**src/rtl/npc_generator_pkg.sv**
```systemverilog
// npc_generator_pkg: shared ALU operation codes and branch helpers for the RV32I core
package npc_generator_pkg;
    localparam int ALUCODE_W = 6;
    localparam logic ENABLE  = 1'b1;
    localparam logic DISABLE = 1'b0;
    localparam logic [ALUCODE_W-1:0] ALU_LUI   = 6'd0;
    localparam logic [ALUCODE_W-1:0] ALU_AUIPC = 6'd1;
    localparam logic [ALUCODE_W-1:0] ALU_ADD   = 6'd2;
    localparam logic [ALUCODE_W-1:0] ALU_SUB   = 6'd3;
    localparam logic [ALUCODE_W-1:0] ALU_SLL   = 6'd4;
    localparam logic [ALUCODE_W-1:0] ALU_SLT   = 6'd5;
    localparam logic [ALUCODE_W-1:0] ALU_SLTU  = 6'd6;
    localparam logic [ALUCODE_W-1:0] ALU_XOR   = 6'd7;
    localparam logic [ALUCODE_W-1:0] ALU_SRL   = 6'd8;
    localparam logic [ALUCODE_W-1:0] ALU_SRA   = 6'd9;
    localparam logic [ALUCODE_W-1:0] ALU_OR    = 6'd10;
    localparam logic [ALUCODE_W-1:0] ALU_AND   = 6'd11;
    localparam logic [ALUCODE_W-1:0] ALU_LB    = 6'd20;
    localparam logic [ALUCODE_W-1:0] ALU_LH    = 6'd21;
    localparam logic [ALUCODE_W-1:0] ALU_LW    = 6'd22;
    localparam logic [ALUCODE_W-1:0] ALU_LBU   = 6'd23;
    localparam logic [ALUCODE_W-1:0] ALU_LHU   = 6'd24;
    localparam logic [ALUCODE_W-1:0] ALU_SB    = 6'd25;
    localparam logic [ALUCODE_W-1:0] ALU_SH    = 6'd26;
    localparam logic [ALUCODE_W-1:0] ALU_SW    = 6'd27;
    localparam logic [ALUCODE_W-1:0] ALU_BEQ   = 6'd32;
    localparam logic [ALUCODE_W-1:0] ALU_BNE   = 6'd33;
    localparam logic [ALUCODE_W-1:0] ALU_BLT   = 6'd34;
    localparam logic [ALUCODE_W-1:0] ALU_BGE   = 6'd35;
    localparam logic [ALUCODE_W-1:0] ALU_BLTU  = 6'd36;
    localparam logic [ALUCODE_W-1:0] ALU_BGEU  = 6'd37;
    localparam logic [ALUCODE_W-1:0] ALU_JAL   = 6'd38;
    localparam logic [ALUCODE_W-1:0] ALU_JALR  = 6'd39;

    function automatic logic is_branch(input logic [ALUCODE_W-1:0] code);
        return code == ALU_BEQ || code == ALU_BNE || code == ALU_BLT ||
               code == ALU_BGE || code == ALU_BLTU || code == ALU_BGEU;
    endfunction
endpackage

```
**src/rtl/npc_generator_target_sel.sv**
```systemverilog
// npc_target_sel: combinational next-PC candidate computation and final select
module npc_target_sel
    import npc_generator_pkg::*;
#(
    parameter int XLEN      = 32,
    parameter int ALUCODE_W = npc_generator_pkg::ALUCODE_W
) (
    input  logic [XLEN-1:0]      pc,
    input  logic [ALUCODE_W-1:0] alucode,
    input  logic [XLEN-1:0]      imm,
    input  logic [XLEN-1:0]      reg1dat,
    input  logic                 br_taken,
    output logic [XLEN-1:0]      seq_pc,
    output logic [XLEN-1:0]      npc
);
    logic [XLEN-1:0] rel_pc;
    logic [XLEN-1:0] jalr_sum;
    logic            take_rel;

    assign seq_pc   = pc + XLEN'(4);
    assign rel_pc   = pc + imm;
    assign jalr_sum = reg1dat + imm;
    assign take_rel = alucode == ALU_JAL || (is_branch(alucode) && br_taken == ENABLE);
    // Undefined codes fall through to the sequential address.
    assign npc = take_rel ? rel_pc :
                 alucode == ALU_JALR ? {jalr_sum[XLEN-1:1], 1'b0} : seq_pc;
endmodule

```
**src/rtl/npc_generator.sv**
```systemverilog
// npc_generator: next-PC selection with redirect/misalign flags and a registered flush request
module npc_generator
    import npc_generator_pkg::*;
#(
    parameter int XLEN      = 32,
    parameter int ALUCODE_W = npc_generator_pkg::ALUCODE_W
) (
    input  logic                 clk,
    input  logic                 rstn,
    input  logic [XLEN-1:0]      pc,
    input  logic [ALUCODE_W-1:0] alucode,
    input  logic [XLEN-1:0]      imm,
    input  logic [XLEN-1:0]      reg1dat,
    input  logic                 br_taken,
    output logic [XLEN-1:0]      npc,
    output logic                 redirect,
    output logic                 misaligned,
    output logic                 redirect_q
);
    logic [XLEN-1:0] seq_pc;

    npc_target_sel #(.XLEN(XLEN), .ALUCODE_W(ALUCODE_W)) u_sel (
        .pc       (pc),
        .alucode  (alucode),
        .imm      (imm),
        .reg1dat  (reg1dat),
        .br_taken (br_taken),
        .seq_pc   (seq_pc),
        .npc      (npc)
    );

    assign redirect   = npc != seq_pc;
    assign misaligned = |npc[1:0];

    always_ff @(posedge clk or negedge rstn)
        if (!rstn) redirect_q <= 1'b0;
        else       redirect_q <= redirect;
endmodule

```
**config.mk**
```make
export PLATFORM = sky130hd
export DESIGN_NAME = npc_generator
export DESIGN_NICKNAME = d
export VERILOG_FILES = /design/src/rtl/npc_generator_pkg.sv /design/src/rtl/npc_generator_target_sel.sv /design/src/rtl/npc_generator.sv
export SDC_FILE = /design/constraint.sdc
export NUM_CORES = 1
export LEC_CHECK = 0
export CORE_MARGIN = 4
export CORE_UTILIZATION = 44
export CTS_CLUSTER_SIZE = 40
export DETAILED_ROUTE_END_ITERATION = 12
export GPL_TIMING_DRIVEN = 0
export PLACE_DENSITY = 0.74
export SETUP_SLACK_MARGIN = 0.4
export SYNTH_ARGS = -nofsm -noshare
export SYNTH_HDL_FRONTEND = slang
export SYNTH_SLANG_ARGS = --single-unit
```
**constraint.sdc**
```tcl
create_clock -name clk -period 4.6 [get_ports clk]
set_input_delay 0.69 -clock clk [delete_from_list [all_inputs] [get_ports clk]]
set_output_delay 0.69 -clock clk [all_outputs]
set_load 0.02 [all_outputs]
```
# Word-level counts from Yosys, hierarchy flattened

Cells that the tools add are included.

Register bits after elaboration: 1
Latch bits: 0
Bits in writable memories: 0
ROM bits: 0
Input bits: 105
Output and inout port bits: 35
Logic and storage cells: 23
Memories kept: 0

Add/subtract/negate cells: 3
Multiply operators: 0
Divide/modulo/power cells: 0
$lt $le $gt $ge: 0
Equality and inequality tests: 9
Shifts and indexed selects: 0
Muxes and demuxes: 2
Bitwise logic cells: 0
Reduce and logical (&&, ||, !) cells: 8

Operators with widths:

| operator                                                        | number |
|---|---|
| 32-bit adder                                                    | 2 |
| 32-bit 2-to-1 mux                                               | 2 |
| 6-bit equality test, second input constant                      | 8 |
| 32-bit by 3-bit adder with 32-bit output, second input constant | 1 |
| 32-bit inequality test                                          | 1 |
| 1-bit logical OR                                                | 6 |
| 2-bit OR reduction                                              | 1 |
| 1-bit logical AND                                               | 1 |

# Longest topological paths before layout

Gate-level depths: netlist of the first run.

Word-level depth: 10
Depth in mapped cells: 13
Mapped depth without buffers: 13

# By module

A second synthesis of the first run with hierarchy kept.

Cell total of the unflattened synthesis: 674
Area, all modules: 4733.3 um2

Modules (own cells, without submodules):

| module         | times used | cells each | area each (um2) | seq. area each (um2) |
|---|---|---|---|---|
| npc_target_sel | 1          | 629        | 4355.4          | 0.0 |
| npc_generator  | 1          | 45         | 377.9           | 25.0 |

# Least setup slack after synthesis of the first run

OpenSTA, ideal clock, no wires.

Path type: input -> output
Start: input port pc[0]
End: output port redirect
Data arrival time: 4.064 ns
Required time: 3.910 ns
Setup slack: -0.154 ns
Stages on the path: 12
Path buffers: 0
Cells stage by stage: ha_1 > fa_1 > a21o_1 > a221oi_1 > o221ai_1 > a21o_1 > o21ai_0 > xor2_1 > o221ai_1 > xnor2_1 > nand4_1 > or4_1

Word-level cells in the longest chain between the ends: 4

RTL lines:

| element                                  | line                           | RTL |
|---|---|---|
| start: declaration                       | npc_generator.sv:10            | `input logic [XLEN-1:0] pc,` |
| 32-bit by 3-bit adder with 32-bit output | npc_generator_target_sel.sv:20 | `assign seq_pc = pc + XLEN'(4);` |
| 32-bit 2-to-1 mux                        | npc_generator_target_sel.sv:26 | `alucode == ALU_JALR ? {jalr_sum[XLEN-1:1], 1'b0} : seq_pc;` |
| 32-bit 2-to-1 mux (*)                    | npc_generator_target_sel.sv:25 | `assign npc = take_rel ? rel_pc :` |
| net npc[20]                              | npc_generator.sv:15            | `output logic [XLEN-1:0] npc,` |
| 32-bit inequality test (*)               | npc_generator.sv:32            | `assign redirect = npc != seq_pc;` |
| end: declaration                         | npc_generator.sv:16            | `output logic redirect,` |

Mark *: on every way through the listed nets, which the timed path passes. The rest lies on a longest branch.

# Final worst setup path of the first run

Start: input port reg1dat[0]
End: output port redirect

Word-level cells in the longest chain between the ends: 4

RTL lines:

| element                | line                           | RTL |
|---|---|---|
| start: declaration     | npc_generator.sv:13            | `input logic [XLEN-1:0] reg1dat,` |
| 32-bit adder           | npc_generator_target_sel.sv:22 | `assign jalr_sum = reg1dat + imm;` |
| 32-bit 2-to-1 mux      | npc_generator_target_sel.sv:26 |  |
| 32-bit 2-to-1 mux      | npc_generator_target_sel.sv:25 |  |
| 32-bit inequality test | npc_generator.sv:32            |  |

Every way passes these cells.

==> out/qor.txt, run 1 <==
synth warn - 0
vias in the first global route - 6875
GR Overflow Total - 0
Synthesized Nets - 963
port bufs - 139
CORE AREA - 11600 sq um
Most common cell on crit path - buf_6
Die W - 118 um
Area after DPL - 6900 sq um
# rows - 39
overall routing resource usage - 30.8%
Max-Cap Viols - 0
Top FF cell, synth - dfrtp_1
Worst-Margin Slew - 0.900 ns
HP Class - in -> async
maximum VDD drop - 0.0906 mV
largest net degree at the start of global routing - 11
final cell count without fillers - 1131
final hold vios - 0
Die Ht - 118 um
hpwl dp - 18200 um
Post-DRT Antenna Nets - 0
DR iter-0 viols - 760
# nets final - 1159
final setup TNS - -0.377 ns
power consumption - 0.00131 W
Ports - 140
Synth Area in Simple Gates - 26.4%
GP Congestion - 0.949
Reg with most FFs - redirect_q
max FFs per register - 1
synth-to-layout area growth - 62.3%
vias - 7286
status - complete, but fails checks
main combinational cell family by area after synthesis - compound AO/OA/AOI/OAI gates
RSZ-0062 raised after global routing - yes
WP buf/inv - 3
worst-path cell chain - buf_6 -> and2_4 -> fa_2 -> a21o_1 -> a221o_2 -> a221oi_4 -> buf_6 -> a21oi_2 -> xor2_1 -> a32o_2 -> mux2i_2 -> o211ai_1 -> a211oi_1 -> nand4_1 -> or4_4 -> buf_6
Yosys reg bits - 1
EDFF count, synth - 0
Die ar. - 13800 sq um
Slowest cell on crit path - or4_4
Final period util - 108%
crit path time final - 4.98 ns
critical path endpoint category - output pin
clk slew on worst S/H paths - 0 ns
fill count - 877
DR vias/cell - 6.44
Worst EP arrival - 4.29 ns
Async SR Flop Fraction - 100%
fraction of layout cells with a size suffix above 1 - 28.6%
Synth cell types - 63
Routed WL - 23900 um
Critical Path RT - 3.91 ns
syn avg cell area - 6.66 sq um
initial antenna violation count - 0
kind of cell adding the most delay to the critical path - compound AO/OA/AOI/OAI gates
max_slew headroom - 39.6%
CP startpoint kind - primary input
Final Setup Violations - 1
cts hold-fix bufs - 0
post-synthesis xor/xnor area fraction - 20.1%
Cells after DPL - 1076
slowest stage delay, CP - 0.57 ns
synthesized cell area - 5290 sq um
# diodes - 0
post-synthesis adder-cell area fraction - 15.4%
max-slew violation count - 0
post-synthesis mux area share - 0.568%
Compound-Gate Fraction of Synth Area - 33.9%
leading registers by flop count - redirect_q (1)
max frequency - 0.201 GHz
commonest non-fill, non-tap cell in the layout - nand2_1
pwr dens - 153 nW/um^2
first-pass GRT wire length - 35700 um
final instance area - 8580 sq um
Wirelength per Cell - 21.1 um
most frequent cells in the layout - nand2_1, a21oi_1, clkdlybuf4s50_1, nor2_1, buf_4
Gate Count Post-Synth - 794
failing checks - setup timing
register area share after synthesis - 0.473%
total iterations of the first detailed-routing run - 5
Pleak - 3.48 nW
Initial Util - 45.6%
crit-path max FO - 5
WS Path Type - in -> out
PnR worst setup slack - -0.377 ns
DRC viols - 0
-- stage by stage --
| step | hold WS, ns | worst slack [ns] | util (%) |
|---|---|---|---|
| 2_1_floorplan | 0.394 | 0.0264 | - |
| 3_3_place_gp | 0.840 | -1.86 | 59.4 |
| 3_5_place_dp | 0.841 | -1.88 | 59.4 |
| 4_1_cts | 0.841 | -0.342 | 67.4 |
| 5_1_grt | 0.845 | -0.445 | 73.9 |
| 6_report | 0.840 | -0.377 | 73.9 |
-- synth_stat cells, types with 7 or more instances --
| cell type | instances | area [sq um] |
|---|---|---|
| a21o_1 | 17 | 128 |
| nor4_1 | 9 | 56.3 |
| nor3_1 | 17 | 85.1 |
| clkbuf_1 | 26 | 97.6 |
| nor2_1 | 65 | 244 |
| nand4_1 | 31 | 194 |
| xnor2_1 | 64 | 561 |
| o2111ai_1 | 7 | 61.3 |
| inv_1 | 15 | 56.3 |
| a21oi_1 | 86 | 430 |
| xor2_1 | 55 | 482 |
| a211oi_1 | 21 | 158 |
| o21a_1 | 8 | 60.1 |
| o211ai_1 | 11 | 82.6 |
| nand3_1 | 19 | 95.1 |
| nand2b_1 | 9 | 56.3 |
| o21ai_0 | 50 | 250 |
| o21bai_1 | 11 | 82.6 |
| ha_1 | 62 | 776 |
| a31oi_1 | 12 | 75.1 |
| nand2_1 | 84 | 315 |
| and3_1 | 13 | 81.3 |
-- kinds of logic after synthesis --
logic type,count (synthesis)
flip-flops,1
AO/OA/AOI/OAI,278
multiplexers,3
AND/OR/NAND/NOR,284
XOR/XNOR,120
buffers and inverters,44
adder cells (fa/ha/maj),64
-- area by class of cell --
type | instances | area (sq um) | share of cell area, %
sequential | 1 | 25.0 | 0.292
multi-input combinational | 749 | 6310 | 73.5
timing repair buffer | 194 | 1770 | 20.7
inverter | 15 | 56.3 | 0.656
buffer | 29 | 241 | 2.81
tap | 143 | 179 | 2.08
-- what timing repair did --
action	in CTS	in global routing
endpoints found under the hold margin	0	0
setup buffers	24	31
resized for setup	294	162
setup endpoints to repair	34	29
pin swaps	73	69
-- layer usage --
layer  vias to the layer above  track usage [%]  part of all wire [%]
met5                         -                0                     0
met4                         0             7.25                   2.3
met3                        54             4.61                   9.0
met2                       394             51.3                    47
met1                      3435             41.8                    42
li1                       3403                -                     -
-- power by group --
part | internal, W | leakage [nW] | switching [W]
registers | 0.00000910 | 0.00880 | 0.0000000357
clock network | 0 | 0 | 0
logic | 0.000585 | 3.48 | 0.000715
total | 0.000594 | 3.48 | 0.000715
-- how the worst max path moves through the flow --
stage | startpoint | end | slack (ns) | cells past startpoint
4_1_cts | reg1dat[0] | redirect | -0.34 | 15
6_report | reg1dat[0] | redirect | -0.38 | 16
3_3_place_gp | imm[0] | redirect | -1.86 | 15
3_5_place_dp | imm[0] | redirect | -1.88 | 15
2_1_floorplan | pc[4] | redirect | 0.03 | 12
5_1_grt | reg1dat[6] | redirect | -0.45 | 15
No activity file was read; power rests on OpenSTA's default activity.
==> run 2, diff against run 1 <==
- REMOVE_ABC_BUFFERS: default -> 1
==> run 2 against run 1 <==
  * Highest routed layer unchanged
  * Via count up 1.6%
  * Largest cell class unchanged
  * Core utilization grew 0.69 points
  * Cell count down 0.27%
  * Die area unchanged
  * The flow still finishes with violations (setup timing)
  * Critical endpoint unchanged
  * First-iteration DRC count up 7.9%
  * Global-route usage up 0.22 points
  * Sequential share of layout area is essentially flat
  * Total power increased by 3.3%
  * Combinational power rose by 3%
  * Critical path depth decreased by 2
==> out/qor.txt, run 2 (synthesized netlist as in run 1, its figures left out) <==
switching share of power - 54.2%
fill count - 847
Reg with most FFs - redirect_q
synth-to-layout area growth - 63.8%
cts hold-fix bufs - 0
port bufs - 139
# diodes - 0
GR Overflow Total - 0
CORE AREA - 11600 sq um
leading registers by flop count - redirect_q (1)
pwr dens - 156 nW/um^2
# rows - 39
DR iter-0 viols - 820
overall routing resource usage - 31.0%
fraction of layout cells with a size suffix above 1 - 31.1%
power consumption - 0.00135 W
crit-path max FO - 10
Pleak - 3.42 nW
crit path time final - 5.00 ns
share of power burned in registers - 0.7%
met3 WL - 2680 um
first-pass GRT wire length - 35900 um
hpwl dp - 17200 um
DRC viols - 0
total iterations of the first detailed-routing run - 7
WL met2 - 11000 um
P_sw - 0.000733 W
Final Setup Violations - 1
WS Path Type - in -> out
Wirelength per Cell - 21.8 um
Cells after DPL - 1048
DR vias/cell - 6.56
Final period util - 109%
vias in the first global route - 6854
max_slew headroom - 35.0%
Ports - 140
CP endpoint - redirect
max frequency - 0.200 GHz
PnR worst setup slack - -0.395 ns
maximum VDD drop - 0.0945 mV
final instance area - 8660 sq um
GP Congestion - 0.997
Die ar. - 13800 sq um
initial antenna violation count - 0
failing checks - setup timing
final cell count without fillers - 1128
max-slew violation count - 0
Clk pwr share - 0%
commonest non-fill, non-tap cell in the layout - buf_4
most frequent cells in the layout - buf_4, nand2_1, a21oi_1, nor2_1, xnor2_1
Initial Util - 45.6%
Worst EP arrival - 4.31 ns
Routed WL - 24500 um
status - complete, but fails checks
RSZ-0062 raised after global routing - yes
Comb power frac - 99.3%
Worst-Margin Slew - 0.968 ns
largest net degree at the start of global routing - 42
Die W - 118 um
final hold vios - 0
Critical Path RT - 3.91 ns
Post-DRT Antenna Nets - 0
Max Used Layer - met4
HP Class - in -> async
Die Ht - 118 um
crit path launch - pc[9]
vias - 7399
M1 WL - 10200 um
Max-Cap Viols - 0
internal power - 0.000620 W
Area after DPL - 6770 sq um
clk slew on worst S/H paths - 0 ns
max FFs per register - 1
critical path endpoint category - output pin
CP startpoint kind - primary input
# nets final - 1156
[run 2: cell types whose count changed in the layout (fill, tap and decap cells not counted), sizes merged]
cell | previous run | this run
clkbuf | 24 | 23
clkdlybuf4s15 | 7 | 8
o21a | 8 | 9
buf | 83 | 103
clkdlybuf4s50 | 62 | 41
dlygate4sd2 | 28 | 25
[run 2: area by class of cell]
type	instances	area [sq um]	share of cell area, %
Inverter	15	56.3	0.650
Tap cell	143	179	2.07
Sequential cell	1	25.0	0.289
Timing Repair Buffer	219	1860	21.5
Multi-Input combinational cell	750	6540	75.5
[run 2: per-stage QoR]
stage	TNS [ns]	utilization, %	setup slack (ns)	hold slack, ns
after global routing	-0.453	74.6	-0.453	0.851
final	-0.395	74.6	-0.395	0.839
after global placement	-12.79	58.1	-1.89	0.838
after floorplan	-0.157	-	-0.157	0.394
after CTS	-0.354	69.8	-0.354	0.842
after detailed placement	-12.67	58.3	-1.81	0.842
[run 2: metal layers]
layer / up-vias / global-route usage (%)
met2: 456 / 50.5
li1: 3397 / -
met4: 0 / 5.20
met3: 65 / 5.33
met1: 3481 / 43.4
met5: - / 0
[run 2: power groups by stage]
stage               logic [W]  registers [W]  clock network [W]
finish                0.00134     0.00000914                  0
global route          0.00141     0.00000917                  0
CTS                   0.00116     0.00000915                  0
detailed placement   0.000969     0.00000915                  0
global placement     0.000968     0.00000914                  0
floorplan            0.000623     0.00000935                  0
[run 2: worst min path at each step]
stage | to | cells past startpoint | from
finish | redirect_q | 1 | rstn
global route | redirect_q | 1 | rstn
CTS | redirect_q | 1 | rstn
detailed placement | redirect_q | 1 | rstn
global placement | redirect_q | 1 | rstn
floorplan | redirect_q | 0 | rstn
[run 2: repair_timing]
item,4_1_cts,5_1_grt
pin swaps,72,56
endpoints found under the setup margin,35,27
resized for setup,319,166
cloned,0,1
buffers inserted,43,36
[run 2: worst max-delay path, stage by stage]
cell and delay, ns:
dlygate4sd2_1 0.40, ha_4 0.30, a21o_1 0.21, a311oi_2 0.34, o221ai_4 0.18, a21o_1 0.22, xnor2_2 0.17, xor2_1 0.19
nor4_2 0.32, nand4_1 0.14, o41ai_2 0.28, nand4_1 0.15, or4_4 0.54, buf_6 0.15
==> run 3, diff against run 2 <==
- PLACE_DENSITY: 0.74 -> 0.72
- clock period: 4.6 -> 6.05 ns (I/O delays scaled with it)
==> run 3 against run 2 <==
  * The run now ends clean
  * Hold slack gained 0.22 ns
  * Worst setup slack gained 0.86 ns
  * Critical path depth shrank 1
  * Die area is the same
  * Sequential share of layout area is essentially flat
  * Via count shrank 4.2%
  * Combinational power shrank 33%
  * Flip-flop and latch count is the same
  * Cell area shrank 12%
  * Largest cell class unchanged
  * Global-route usage shrank 0.58 points
  * Wire length shrank 4.4%
  * Core utilization shrank 8.8 points
==> out/qor.txt, run 3 (synthesized netlist as in run 1, its figures left out) <==
port bufs - 139
Ports - 140
power consumption - 0.000899 W
HP Class - in -> async
initial antenna violation count - 0
# rows - 39
storage element area - 25.0 sq um
max-slew violation count - 0
Initial Util - 45.6%
max frequency - 0.179 GHz
synth-to-layout area growth - 44.5%
# nets final - 1094
CP startpoint kind - primary input
P_sw - 0.000505 W
overall routing resource usage - 30.4%
leading registers by flop count - redirect_q (1)
Die Ht - 118 um
Worst-Margin Slew - 0.841 ns
WS Path Type - in -> out
fraction of layout cells with a size suffix above 1 - 15.0%
vias in the first global route - 6495
critical path endpoint category - output pin
hpwl dp - 18800 um
RSZ-0062 raised after global routing - no
DR vias/cell - 6.64
Die ar. - 13800 sq um
Pleak - 2.89 nW
Worst EP arrival - 4.68 ns
Critical Path RT - 5.14 ns
Clk pwr share - 0%
Final period util - 92.3%
internal power - 0.000393 W
clk slew on worst S/H paths - 0 ns
final hold vios - 0
first-pass GRT wire length - 35000 um
Routed WL - 23500 um
switching share of power - 56.2%
status - complete, no violations
Reg with most FFs - redirect_q
Comb power frac - 99.2%
max FFs per register - 1
Die W - 118 um
largest net degree at the start of global routing - 42
crit path time final - 5.58 ns
total iterations of the first detailed-routing run - 6
Post-DRT Antenna Nets - 0
commonest non-fill, non-tap cell in the layout - clkdlybuf4s50_1
share of power burned in registers - 0.8%
crit-path max FO - 6
vias - 7088
Final Setup Violations - 0
GR Overflow Total - 0
worst hold slack - 1.06 ns
max_slew headroom - 43.6%
fill count - 1024
pwr dens - 118 nW/um^2
multi-input logic area - 5850 sq um
GP Congestion - 0.932
CORE AREA - 11600 sq um
Wirelength per Cell - 22.0 um
Max-Cap Viols - 0
DR iter-0 viols - 867
maximum VDD drop - 0.0759 mV
DRC viols - 0
most frequent cells in the layout - clkdlybuf4s50_1, nand2_1, a21oi_1, nor2_1, xnor2_1
-- run 3: power by group through the flow --
stage	logic, W	clock network, W	registers (W)
floorplan	0.000473	0	0.00000711
global placement	0.000739	0	0.00000695
detailed placement	0.000748	0	0.00000696
CTS	0.000802	0	0.00000697
global route	0.000949	0	0.00000697
finish	0.000892	0.0000000000241	0.00000696
-- run 3: final timing paths --
check / start / cells past startpoint / slack [ns] / endpoint
max: pc[14] / 13 / 0.47 / redirect
min: rstn / 1 / 1.06 / redirect_q
max in group asynchronous: rstn / 1 / 4.90 / redirect_q
min in group clk: redirect_q / 1 / 1.80 / redirect_q
-- run 3: final cells by class --
type                            instances  share of cell area (%)
Sequential cell                         1                   0.327
Tap cell                              143                    2.34
Antenna cell                            1                  0.0327
Multi-Input combinational cell        749                    76.5
Inverter                               15                   0.736
Timing Repair Buffer                  158                    20.1
-- run 3: through the flow --
step                      cell area, sq um  utilization (%)  setup slack, ns  std cells  setup TNS, ns
final                                 7650             65.8            0.467       1067              0
after global routing                  7640             65.8            0.370       1066              0
after CTS                             7160             61.6            0.403       1056              0
after detailed placement              6770             58.3           -0.744       1048         -0.806
after global placement                6750             58.1           -0.960       1047          -1.01
after floorplan                       5180                -            0.858        765              0
-- run 3: repair_timing --
item | in CTS | in global routing
resized for setup | 83 | 87
gates cloned | 0 | 0
pin swaps | 27 | 32
endpoints found under the setup margin | 9 | 3
buffers inserted | 8 | 10
hold buffers | 0 | 0
-- run 3: critical path, stage by stage --
cell and delay (ns):
clkdlybuf4s50_1 0.55, ha_1 0.50, nand4_1 0.22, nor4_1 0.47, o2111ai_2 0.28, a21oi_2 0.28
o41ai_1 0.11, nor3_2 0.26, xor2_1 0.18, and3_1 0.16, nand4_1 0.09, or4_4 0.51
buf_6 0.15
-- run 3: per-layer routing --
metal | global-route usage (%) | wire, um
met1 | 44.8 | 10300
met2 | 48.3 | 10400
met3 | 4.81 | 2530
met4 | 2.86 | 267
met5 | 0 | 0
